==> config.mk <==
export PLATFORM = sky130hd
export DESIGN_NAME = uart_tx_ctrl
export DESIGN_NICKNAME = d
export VERILOG_FILES = /design/src/rtl/uart_tx_ctrl.sv
export SDC_FILE = /design/constraint.sdc
export NUM_CORES = 1
export LEC_CHECK = 0
export ABC_AREA = 1
export BUFFER_PORTS_ARGS = -buffer_cell sky130_fd_sc_hd__clkbuf_2
export CAP_MARGIN = 20
export CELL_PAD_IN_SITES_DETAIL_PLACEMENT = 1
export CELL_PAD_IN_SITES_GLOBAL_PLACEMENT = 1
export CORE_UTILIZATION = 28
export CTS_CLUSTER_DIAMETER = 200
export DETAILED_ROUTE_END_ITERATION = 8
export MAX_ROUTING_LAYER = met4
export PLACE_DENSITY_LB_ADDON = 0.15
export SYNTH_ARGS = -nofsm -noshare
export SYNTH_HDL_FRONTEND = slang
export SYNTH_SLANG_ARGS = --single-unit
export TNS_END_PERCENT = 1
==> constraint.sdc <==
create_clock -name CLK -period 1.4 [get_ports CLK]
set_clock_uncertainty 0.1 [all_clocks]
set_input_delay 0.28 -clock CLK [delete_from_list [all_inputs] [get_ports CLK]]
set_output_delay 0.28 -clock CLK [all_outputs]
set_load 0.03 [all_outputs]
==> src/rtl/uart_tx_ctrl.sv <==
// UART TX frame controller: accepts a byte, loads the serializer and drives START/DATA/PARITY/STOP.
// Optional parity support is compiled in with `define UART_TX_PARITY_EN.
module uart_tx_ctrl #(
  parameter int width = 8
) (
  input  logic             CLK,
  input  logic             RST,
  input  logic [width-1:0] P_DATA,
  input  logic             DATA_VALID,
  input  logic             PAR_EN,
  input  logic             PAR_TYP,
  input  logic             ser_data,
  input  logic             ser_done,
  output logic             ser_en,
  output logic             TX_OUT,
  output logic             Busy,
  output logic             sync_err
);

  localparam int CW = (width > 1) ? $clog2(width) : 1;
  localparam logic [CW-1:0] LAST_BIT = CW'(width - 1);

  typedef enum logic [2:0] {
    IDLE   = 3'd0,
    START  = 3'd1,
    DATA   = 3'd2,
    PARITY = 3'd3,
    STOP   = 3'd4
  } state_t;

  state_t        state_r;
  logic [CW-1:0] bit_cnt_r;
  logic          done_seen_r;
  logic          sync_err_r;
  logic          accept_s;
  logic          watch_done_s;
  logic          tx_s;

`ifdef UART_TX_PARITY_EN
  logic par_en_r;
  logic par_bit_r;

  function automatic logic calc_parity(input logic [width-1:0] data, input logic odd);
    return (^data) ^ odd;
  endfunction
`else
  logic unused_par_s;
  assign unused_par_s = PAR_EN ^ PAR_TYP;
`endif

  // Serializer load is combinational so it loads on the same edge we accept.
  assign accept_s = (state_r == IDLE) & DATA_VALID & ~RST;
  assign ser_en   = accept_s;
  assign Busy     = (state_r != IDLE);
  assign TX_OUT   = tx_s;
  assign sync_err = sync_err_r;

  // Line level and ser_done watch window decoded from the current state.
  always_comb begin
    tx_s         = 1'b1;
    watch_done_s = 1'b0;
    case (state_r)
      IDLE:   tx_s = 1'b1;
      START:  tx_s = 1'b0;
      DATA: begin
        tx_s         = ser_data;
        watch_done_s = (bit_cnt_r == LAST_BIT);
      end
`ifdef UART_TX_PARITY_EN
      PARITY: begin
        tx_s         = par_bit_r;
        watch_done_s = 1'b1;
      end
`endif
      STOP: begin
        tx_s         = 1'b1;
        watch_done_s = 1'b1;
      end
      default: tx_s = 1'b1;
    endcase
  end

  // Frame sequencing, bit counter, latched frame options and lock-loss detection.
  always_ff @(posedge CLK) begin
    if (RST) begin
      state_r     <= IDLE;
      bit_cnt_r   <= '0;
      done_seen_r <= 1'b0;
      sync_err_r  <= 1'b0;
`ifdef UART_TX_PARITY_EN
      par_en_r    <= 1'b0;
      par_bit_r   <= 1'b0;
`endif
    end else begin
      sync_err_r <= 1'b0;
      if (watch_done_s && ser_done) begin
        done_seen_r <= 1'b1;
      end
      case (state_r)
        IDLE: begin
          if (DATA_VALID) begin
            done_seen_r <= 1'b0;
`ifdef UART_TX_PARITY_EN
            par_en_r    <= PAR_EN;
            par_bit_r   <= calc_parity(P_DATA, PAR_TYP);
`endif
            state_r     <= START;
          end
        end
        START: begin
          bit_cnt_r <= '0;
          state_r   <= DATA;
        end
        DATA: begin
          bit_cnt_r <= bit_cnt_r + {{(CW-1){1'b0}}, 1'b1};
          if (bit_cnt_r == LAST_BIT) begin
`ifdef UART_TX_PARITY_EN
            state_r <= par_en_r ? PARITY : STOP;
`else
            state_r <= STOP;
`endif
          end
        end
`ifdef UART_TX_PARITY_EN
        PARITY: state_r <= STOP;
`endif
        STOP: begin
          // ser_done on the exit edge itself still counts as seen.
          sync_err_r <= ~(done_seen_r | ser_done);
          state_r    <= IDLE;
        end
        default: state_r <= IDLE;
      endcase
    end
  end

endmodule

### After elaboration in Yosys (flattened, before gate mapping)

Cells that the tools add are included.

| cells by class | value |
|---|---|
| reduce and logical (&&, ||, !) cells | 6 |
| eq/ne operators | 6 |
| $add $sub $neg | 1 |
| multiplexer cells | 9 |
| bitwise operators | 6 |

Operators by type and width:

| kind | number |
|---|---|
| 3-bit case mux with 3 select lines | 1 |
| 3-bit == test, second input constant | 2 |
| 3-bit 2-to-1 mux | 2 |
| 3-bit case mux with 2 select lines | 1 |
| 2-bit != test, second input constant | 2 |
| 1-bit case mux with 2 select lines | 2 |
| 3-bit by 1-bit adder with 3-bit output, second input constant | 1 |
| 3-bit by 1-bit == test with 1-bit output, second input constant | 1 |
| 3-bit by 2-bit == test with 1-bit output, second input constant | 1 |
| 3-bit zero test | 1 |
| 1-bit 2-to-1 mux | 3 |
| 1-bit inverter | 3 |
| 3-bit nonzero test | 1 |
| 1-bit AND | 2 |
| 2-bit AND reduction | 1 |
| 2-bit nonzero test | 1 |
| 2-bit OR reduction | 1 |
| 1-bit logical AND | 1 |
| 1-bit bitwise OR | 1 |

| storage, ports and cells | value |
|---|---|
| word-level logic and storage cells | 32 |
| bits in registers | 8 |
| output and inout port bits | 4 |
| input bits | 15 |

### Longest topological paths before layout

Gate-level depths: netlist of run 1.

| depth | value |
|---|---|
| depth in word-level cells | 6 |
| gate-level depth with buffers | 5 |
| mapped depth without buffers | 5 |

### Worst setup path after synthesis of run 1

Ideal clock, no wire load.

| path | value |
|---|---|
| kind | register -> output |
| start | register state_r[0] |
| end | output port ser_en |
| slack | -0.442 ns |
| stages on the path, launching flop included | 4 |
| path buffers | 0 |
| arrival | 1.462 ns |
| required time | 1.020 ns |
| path through | dfxtp_1 > nor2_2 > nand2_1 > nor3_1 |

| between the ends | value |
|---|---|
| cells in the longest elaborated chain, start to end | 3 |

RTL lines:

| item | RTL line | source |
|---|---|---|
| start: declaration | 31 | `state_t state_r;` |
| start signal: assignment | 86 | `state_r <= IDLE;` |
| start signal: assignment | 107 | `state_r <= START;` |
| start signal: assignment | 112 | `state_r <= DATA;` |
| 3-bit zero test | 52 | `assign accept_s = (state_r == IDLE) & DATA_VALID & ~RST;` |
| 1-bit AND (2 in a row) | 52 |  |
| end: declaration | 14 | `output logic ser_en,` |

No other way between the ends.

### Worst setup path in the final report of run 1

| path | value |
|---|---|
| start | register state_r[2] |
| end | output port ser_en |

The elaborated chain is that of the path after synthesis.

==> results of run 1 <==
==> routing by layer <==
layer  vias to the layer above  global-route usage [%]  wire (microns)
met2                        10                   30.00             502
met3                         2                   3.468              39
li1                        185                       -               -
met1                       174                   15.19             390
met5                         -                       -               0
met4                         0                   10.34              17
==> cell families (layout without fill, tap and decap cells) <==
| kind of cell | after synthesis | in the layout | synth area share [%] |
|---|---|---|---|
| and+or+nand+nor | 24 | 24 | 30.92 |
| AOI/OAI and AO/OA | 6 | 6 | 11.84 |
| DFF | 8 | 8 | 42.10 |
| buffers and inverters | 7 | 23 | 8.552 |
| adders and majority gates | 2 | 2 | 6.578 |
==> critical path, stage by stage (launching register included) <==
cell and delay, ns:
dfxtp_2 0.34, nor2_4 0.17, nand2_4 0.09, nor3_4 0.11, clkbuf_8 0.17
==> cell type report <==
cell class / count / area share [%]
sequential: 8 / 29.24
multi-input combinational: 32 / 38.62
timing repair buffer: 14 / 20.09
clock buffer: 3 / 4.018
inverter: 6 / 4.911
tap: 14 / 3.125
==> registers in the layout, indices dropped and copies added, names as in the netlist <==
register     cells
sync_err         1
state_r          3
bit_cnt_r        3
done_seen_r      1
==> cell usage in the layout, fill, tap and decap left out, types with 2 or more instances in the layout <==
cell type and count:
nand2_1 7, buf_4 6, inv_1 5, dfxtp_1 5
clkbuf_2 5, a21oi_2 4, nor2_1 4, nand3_1 3
clkbuf_4 3, dfxtp_2 3, nand2_4 2, nand2_2 2
nor3_1 2, ha_1 2, clkbuf_8 2
==> power breakdown <==
part | switching [uW] | internal, uW
registers | 6.88 | 235
logic | 70.5 | 58.8
clock network | 86.2 | 98.6
total | 164 | 393
==> how the worst max path moves through the flow <==
stage          endpoint  slack [ns]  depth (start not counted)
2_1_floorplan    ser_en        0.05                          3
3_3_place_gp     ser_en        0.06                          4
3_5_place_dp     ser_en        0.02                          4
4_1_cts          TX_OUT       -0.14                          6
5_1_grt          ser_en       -0.16                          4
6_report         ser_en       -0.12                          4
==> through the flow <==
step / total power (uW) / hold WS (ns)
floorplan: 316.1 / 0.2568
global placement: 342.3 / 0.3316
detailed placement: 348.1 / 0.3546
CTS: 557.6 / 0.1038
global route: 574.0 / 0.1269
finish: 556.2 / 0.1043
==> timing repair <==
item / CTS / global route
hold buffers: 0 / 0
endpoints found under the setup margin: 3 / 3
pin swaps: 4 / 0
gates cloned: 0 / 0
buffers inserted: 3 / 0
resized for setup: 11 / 1
==> qor.yml, run 1 <==
run_status:
  run_status: "finished, violations left"
  failed_checks: "setup timing"
timing:
  setup_violations: 2
  fin_crit_sh_pct: 108.4
  setup-tns-final_ns: -0.2234
  tightest_slew_ns: 0.2102
  timing.final.crit_period_ns: 1.518
  timing.slew.headroom_pct: 85.86
  slew_viol_final: 0
  layout_setup_ws_ns: -0.1178
  hold_viol: 0
  max_freq_mhz: 658.8
  rsz0062_at_grt: "yes"
worst_hold_path:
  hold_path.class: "in -> reg"
  min_to: "sync_err$_SDFF_PP0_"
  hold_start: "ser_done"
  holdPathStages: 2
cells_and_area:
  ff_latch_area_sq_um: 163.9
  diodes: 0
  stdcell_area_sq_um: 560.5
  nNetsFinal: 82
  multi_input_area_sq_um: 216.5
  area_growth_pct: 47.37
  drive_gt1_share_pct: 50.79
  n_fill_cell: 145
  instances_no_fill: 77
  utilization_pct: 47.26
synthesis:
  syn-cell-area_sq_um: 380.4
  post-synth-top-count-cell: "nand2_1"
  synth_cells: 47
  ys_seq_area_share_pct: 42.11
  synthArstFlopShare_pct: 0
  syn_avg_cell_area_sq_um: 8.093
  synth_edf_count: 0
  yosys.area.top_type: "dfxtp_1"
  synth_top_area_share_pct: 42.11
  ys_seq_elements: 8
  yosys_warnings: 0
  yosys-top-cells-area: "dfxtp_1 42%, nand2_1 9.9%, a21oi_2 9.2%, ha_1 6.6%, inv_1 4.9%"
  synth_common_cells: "10 x nand2_1, 8 x dfxtp_1, 5 x inv_1, 4 x a21oi_2, 4 x nor2_1"
  syn-num-nets: 64
  ys_types: 16
  synth_ff_type: "dfxtp_1"
pwr:
  ir_worst_vdd_v: 0.0004492
  p_per_area_nw_per_um2: 992.2
  total_leakage_power_uw: 0.0002471
die:
  die-area_sq_um: 1510
  io_pins: 19
  die_w_microns: 38.86
  die-height_microns: 38.86
  start_util_pct: 32.07
  core_area_sq_um: 1186
  num_rows: 12
drt:
  vias_per_cell: 4.818
  wire_per_inst_microns: 12.32
  initialDrtViolationCount: 5
  vias: 371
  detail-route-antenna-nets: 0
  drtPass1Iterations: 4
  drc: 0
  routed_wl_microns: 949
critical_path:
  crit_path_start: "state_r[2]$_SDFFE_PP0P_"
  reg2reg_depth: 7
  rr_endpoint: "bit_cnt_r[0]$_SDFFE_PP0N_"
  cp_max_fo: 3
  regToRegSetupSlack_ns: 0.19
  startpoint_type: "register"
  critPathRequiredTime_ns: 1.02
  critPathCaptureType: "output port"
  cp.arrival_ns: 1.14
  r2r-start: "state_r[2]$_SDFFE_PP0P_"
  crit_type: "reg -> out"
grt:
  grt_pass1_vias: 366
  gr-total-overflow: 0
  grt_usage_pct: 16.38
  grt_max_degree: 9
  antenna_found_initial: 0
  grt_first_pass_wirelength_mm: 1.531
cts:
  clk_latency_ns: 0.26
  clk_pin_slew_ns: 0.06
  cts_inserted_buffers: 3
  htree_levels: 1
  cts_buffer_depth: 2
  root_buffer: "clkbuf_4"
  cts_tree: "yes"
  clkSinkCount: 8
placement:
  gp_congestion: 0.6902
  portBuffers: 8
  dp_slack_ns: 0.02115
  dp.cells: 71
  dpl.hpwl_microns: 726.7
  place_area_sq_um: 479.2
job:
  cap_violations: 0
No activity file was read; power rests on OpenSTA's default activity.
==> run 2, diff against run 1 <==
--- a/config.mk
+++ b/config.mk
@@ -14,7 +14,7 @@
 export CTS_CLUSTER_DIAMETER = 200
 export DETAILED_ROUTE_END_ITERATION = 8
 export MAX_ROUTING_LAYER = met4
-export PLACE_DENSITY_LB_ADDON = 0.15
+export PLACE_DENSITY_LB_ADDON = 0.1
 export SYNTH_ARGS = -nofsm -noshare
 export SYNTH_HDL_FRONTEND = slang
 export SYNTH_SLANG_ARGS = --single-unit
==> run 2 against run 1 <==
Compared with the run above: the flow still finishes with violations (setup timing); via count is 2.2% lower; worst hold slack improved by 0.00066 ns; core utilization shrank 1.7 points; routed wire length is 1.3% higher; combinational power is 7% lower; critical path depth unchanged; clock power shrank 5%; largest power group unchanged; cell count shrank 1.3%.
==> qor.yml, run 2 (same netlist as run 1, synthesis figures left out) <==
grt:
  grt_pass1_vias: 371  # +1.4%
  use_met2_pct: 27.50  # -2.5 points
  busiest_layer: "met2"
  met3_usage_pct: 5.202  # +1.7 points
  grt_first_pass_wirelength_mm: 1.587  # +3.7%
  gr-total-overflow: 0  # unchanged
  met1_usage_pct: 18.53  # +3.3 points
  antenna_found_initial: 0  # unchanged
  grt_max_degree: 9  # unchanged
  grt_usage_pct: 16.44  # +0.062 points
placement:
  gp_congestion: 0.7693  # +11%
  dp.cells: 70  # -1.4%
  portBuffers: 8  # unchanged
  place_area_sq_um: 471.7  # -1.6%
  dpl.hpwl_microns: 756.8  # +4.1%
cells_and_area:
  stdcell_area_sq_um: 540.5  # -3.6%
  diodes: 0  # unchanged
  layout_commonest_cell: "nand2_1"
  drive_gt1_share_pct: 48.39  # -2.4 points
  utilization_pct: 45.57  # -1.7 points
  top_regs: "bit_cnt_r: 3 flops, state_r: 3 flops"
  most-common-layout-cells: "9 x nand2_1, 5 x dfxtp_1, 5 x clkbuf_2, 5 x buf_4"
  nNetsFinal: 81  # -1.2%
  instances_no_fill: 76  # -1.3%
  area_growth_pct: 42.11
drt:
  initialDrtViolationCount: 5  # unchanged
  drc: 0  # unchanged
  drtPass1Iterations: 2  # -2
  routed_wl_microns: 961  # +1.3%
  vias_per_cell: 4.776  # -0.87%
  vias: 363  # -2.2%
  wire_per_inst_microns: 12.64  # +2.6%
  detail-route-antenna-nets: 0  # unchanged
pwr:
  p_per_area_nw_per_um2: 997.5  # +0.54%
  total_leakage_power_uw: 0.0002365  # -4.3%
  ir_worst_vdd_v: 0.0004438  # -1.2%
cts:
  htree_levels: 1  # unchanged
  cts_inserted_buffers: 3  # unchanged
  clk_pin_slew_ns: 0.06  # about the same
  hold_buffers: 0  # unchanged
  clkSinkCount: 8  # unchanged
  clk_latency_ns: 0.25  # about the same
  cts_tree: "yes"
  root_buffer: "clkbuf_4"
  cts_buffer_depth: 2  # unchanged
timing:
  rsz0062_at_grt: "yes"
  hold_viol: 0  # unchanged
  slew_viol_final: 0  # unchanged
  tightest_slew_ns: 0.1922  # -0.01801 ns
  layout_setup_ws_ns: -0.1634  # -0.04555 ns
  setup_violations: 3  # +1
  fin_crit_sh_pct: 111.7  # +3.3 points
  max_freq_mhz: 639.6  # -2.9%
  timing.slew.headroom_pct: 87.07  # +1.2 points
  timing.final.crit_period_ns: 1.563  # +0.04555 ns
  setup-tns-final_ns: -0.3179  # -0.09449 ns
critical_path:
  critPathRequiredTime_ns: 1.02  # about the same
  crit_type: "reg -> out"
  startpoint_type: "register"
  cp_max_fo: 3  # unchanged
  critPathBufInv: 1  # unchanged
  critPathCaptureType: "output port"
  critPathTopFamily: "simple AND/OR/NAND/NOR gates"
  crit_slowest_cell: "dfxtp_2"
  worstPathCellList: "nor2_4 -> nand2_4 -> nor3_4 -> clkbuf_8"
  cp.arrival_ns: 1.18  # +0.04 ns
  cp_slowest_stage_delay_ns: 0.34  # about the same
die:
  io_pins: 19  # unchanged
  die-area_sq_um: 1510  # unchanged
  core_area_sq_um: 1186  # unchanged
  num_rows: 12  # unchanged
  die-height_microns: 38.86  # unchanged
  die_w_microns: 38.86  # unchanged
  start_util_pct: 32.07  # unchanged
run_status:
  run_status: "finished, violations left"
  failed_checks: "setup timing"
worst_hold_path:
  hold_path.class: "in -> reg"
job:
  cap_violations: 0  # unchanged
## run 2: cell types whose count changed in the layout (fill, tap and decap cells not counted)
cell / before / now
buf_4: 6 / 5
inv_1: 5 / 4
inv_2: 0 / 1
nand2_1: 7 / 9
nand2_2: 2 / 0
buf_8: 1 / 0
clkbuf_4: 3 / 4
## run 2: worst paths after layout
| path | from | endpoint | slack, ns | cells past startpoint |
|---|---|---|---|---|
| setup / recovery | state_r[2]$_SDFFE_PP0P_ | ser_en | -0.16 | 4 |
| hold / removal | ser_done | sync_err$_SDFF_PP0_ | 0.10 | 2 |
| setup reg to reg | bit_cnt_r[0]$_SDFFE_PP0N_ | state_r[1]$_SDFFE_PP0P_ | 0.24 | 5 |
| hold reg to reg | done_seen_r$_SDFF_PP0_ | sync_err$_SDFF_PP0_ | 0.35 | 1 |
## run 2: per-stage QoR
| stage | total power, uW | setup WS [ns] | hold WS (ns) |
|---|---|---|---|
| 2_1_floorplan | 316.1 | 0.04543 | 0.2568 |
| 3_3_place_gp | 340.5 | 0.05862 | 0.3317 |
| 3_5_place_dp | 346.7 | 0.02004 | 0.3544 |
| 4_1_cts | 547.4 | -0.1680 | 0.1019 |
| 5_1_grt | 572.4 | -0.2117 | 0.1162 |
| 6_report | 539.2 | -0.1634 | 0.1050 |
## run 2: metal layers
layer	vias to the layer above	routed length, microns	part of all wire, %
li1	184	-	-
met1	175	405	42
met2	4	528	55
met3	0	27	2.8
met4	0	0	0
met5	-	0	0
## run 2: worst register-to-register path, stage by stage, from the launching register on
cell and delay [ns]:
dfxtp_1 0.33, ha_1 0.21, ha_1 0.20, inv_1 0.08
nand2_1 0.06, a21oi_2 0.12
## run 2: power by group
group / leakage [uW] / internal, uW / total, uW / switching (uW)
clock network: 0.0000138 / 98.0 / 175 / 77.4
logic: 0.000157 / 51.8 / 120 / 68.6
registers: 0.0000661 / 235 / 243 / 7.97
## run 2: what timing repair did
item                                    4_1_cts  5_1_grt
pin swaps                                     2        0
buffers inserted                              3        0
endpoints found under the setup margin        3        3
gates resized for setup                       8        1
## run 2: cell type report
class	instances	area, sq um
fillers	148	645.6
inverters	6	27.53
flip-flops and latches	8	163.9
well taps	14	17.52
clock buffers	3	22.52
multi-input cells	32	211.5
repair buffers	13	97.59
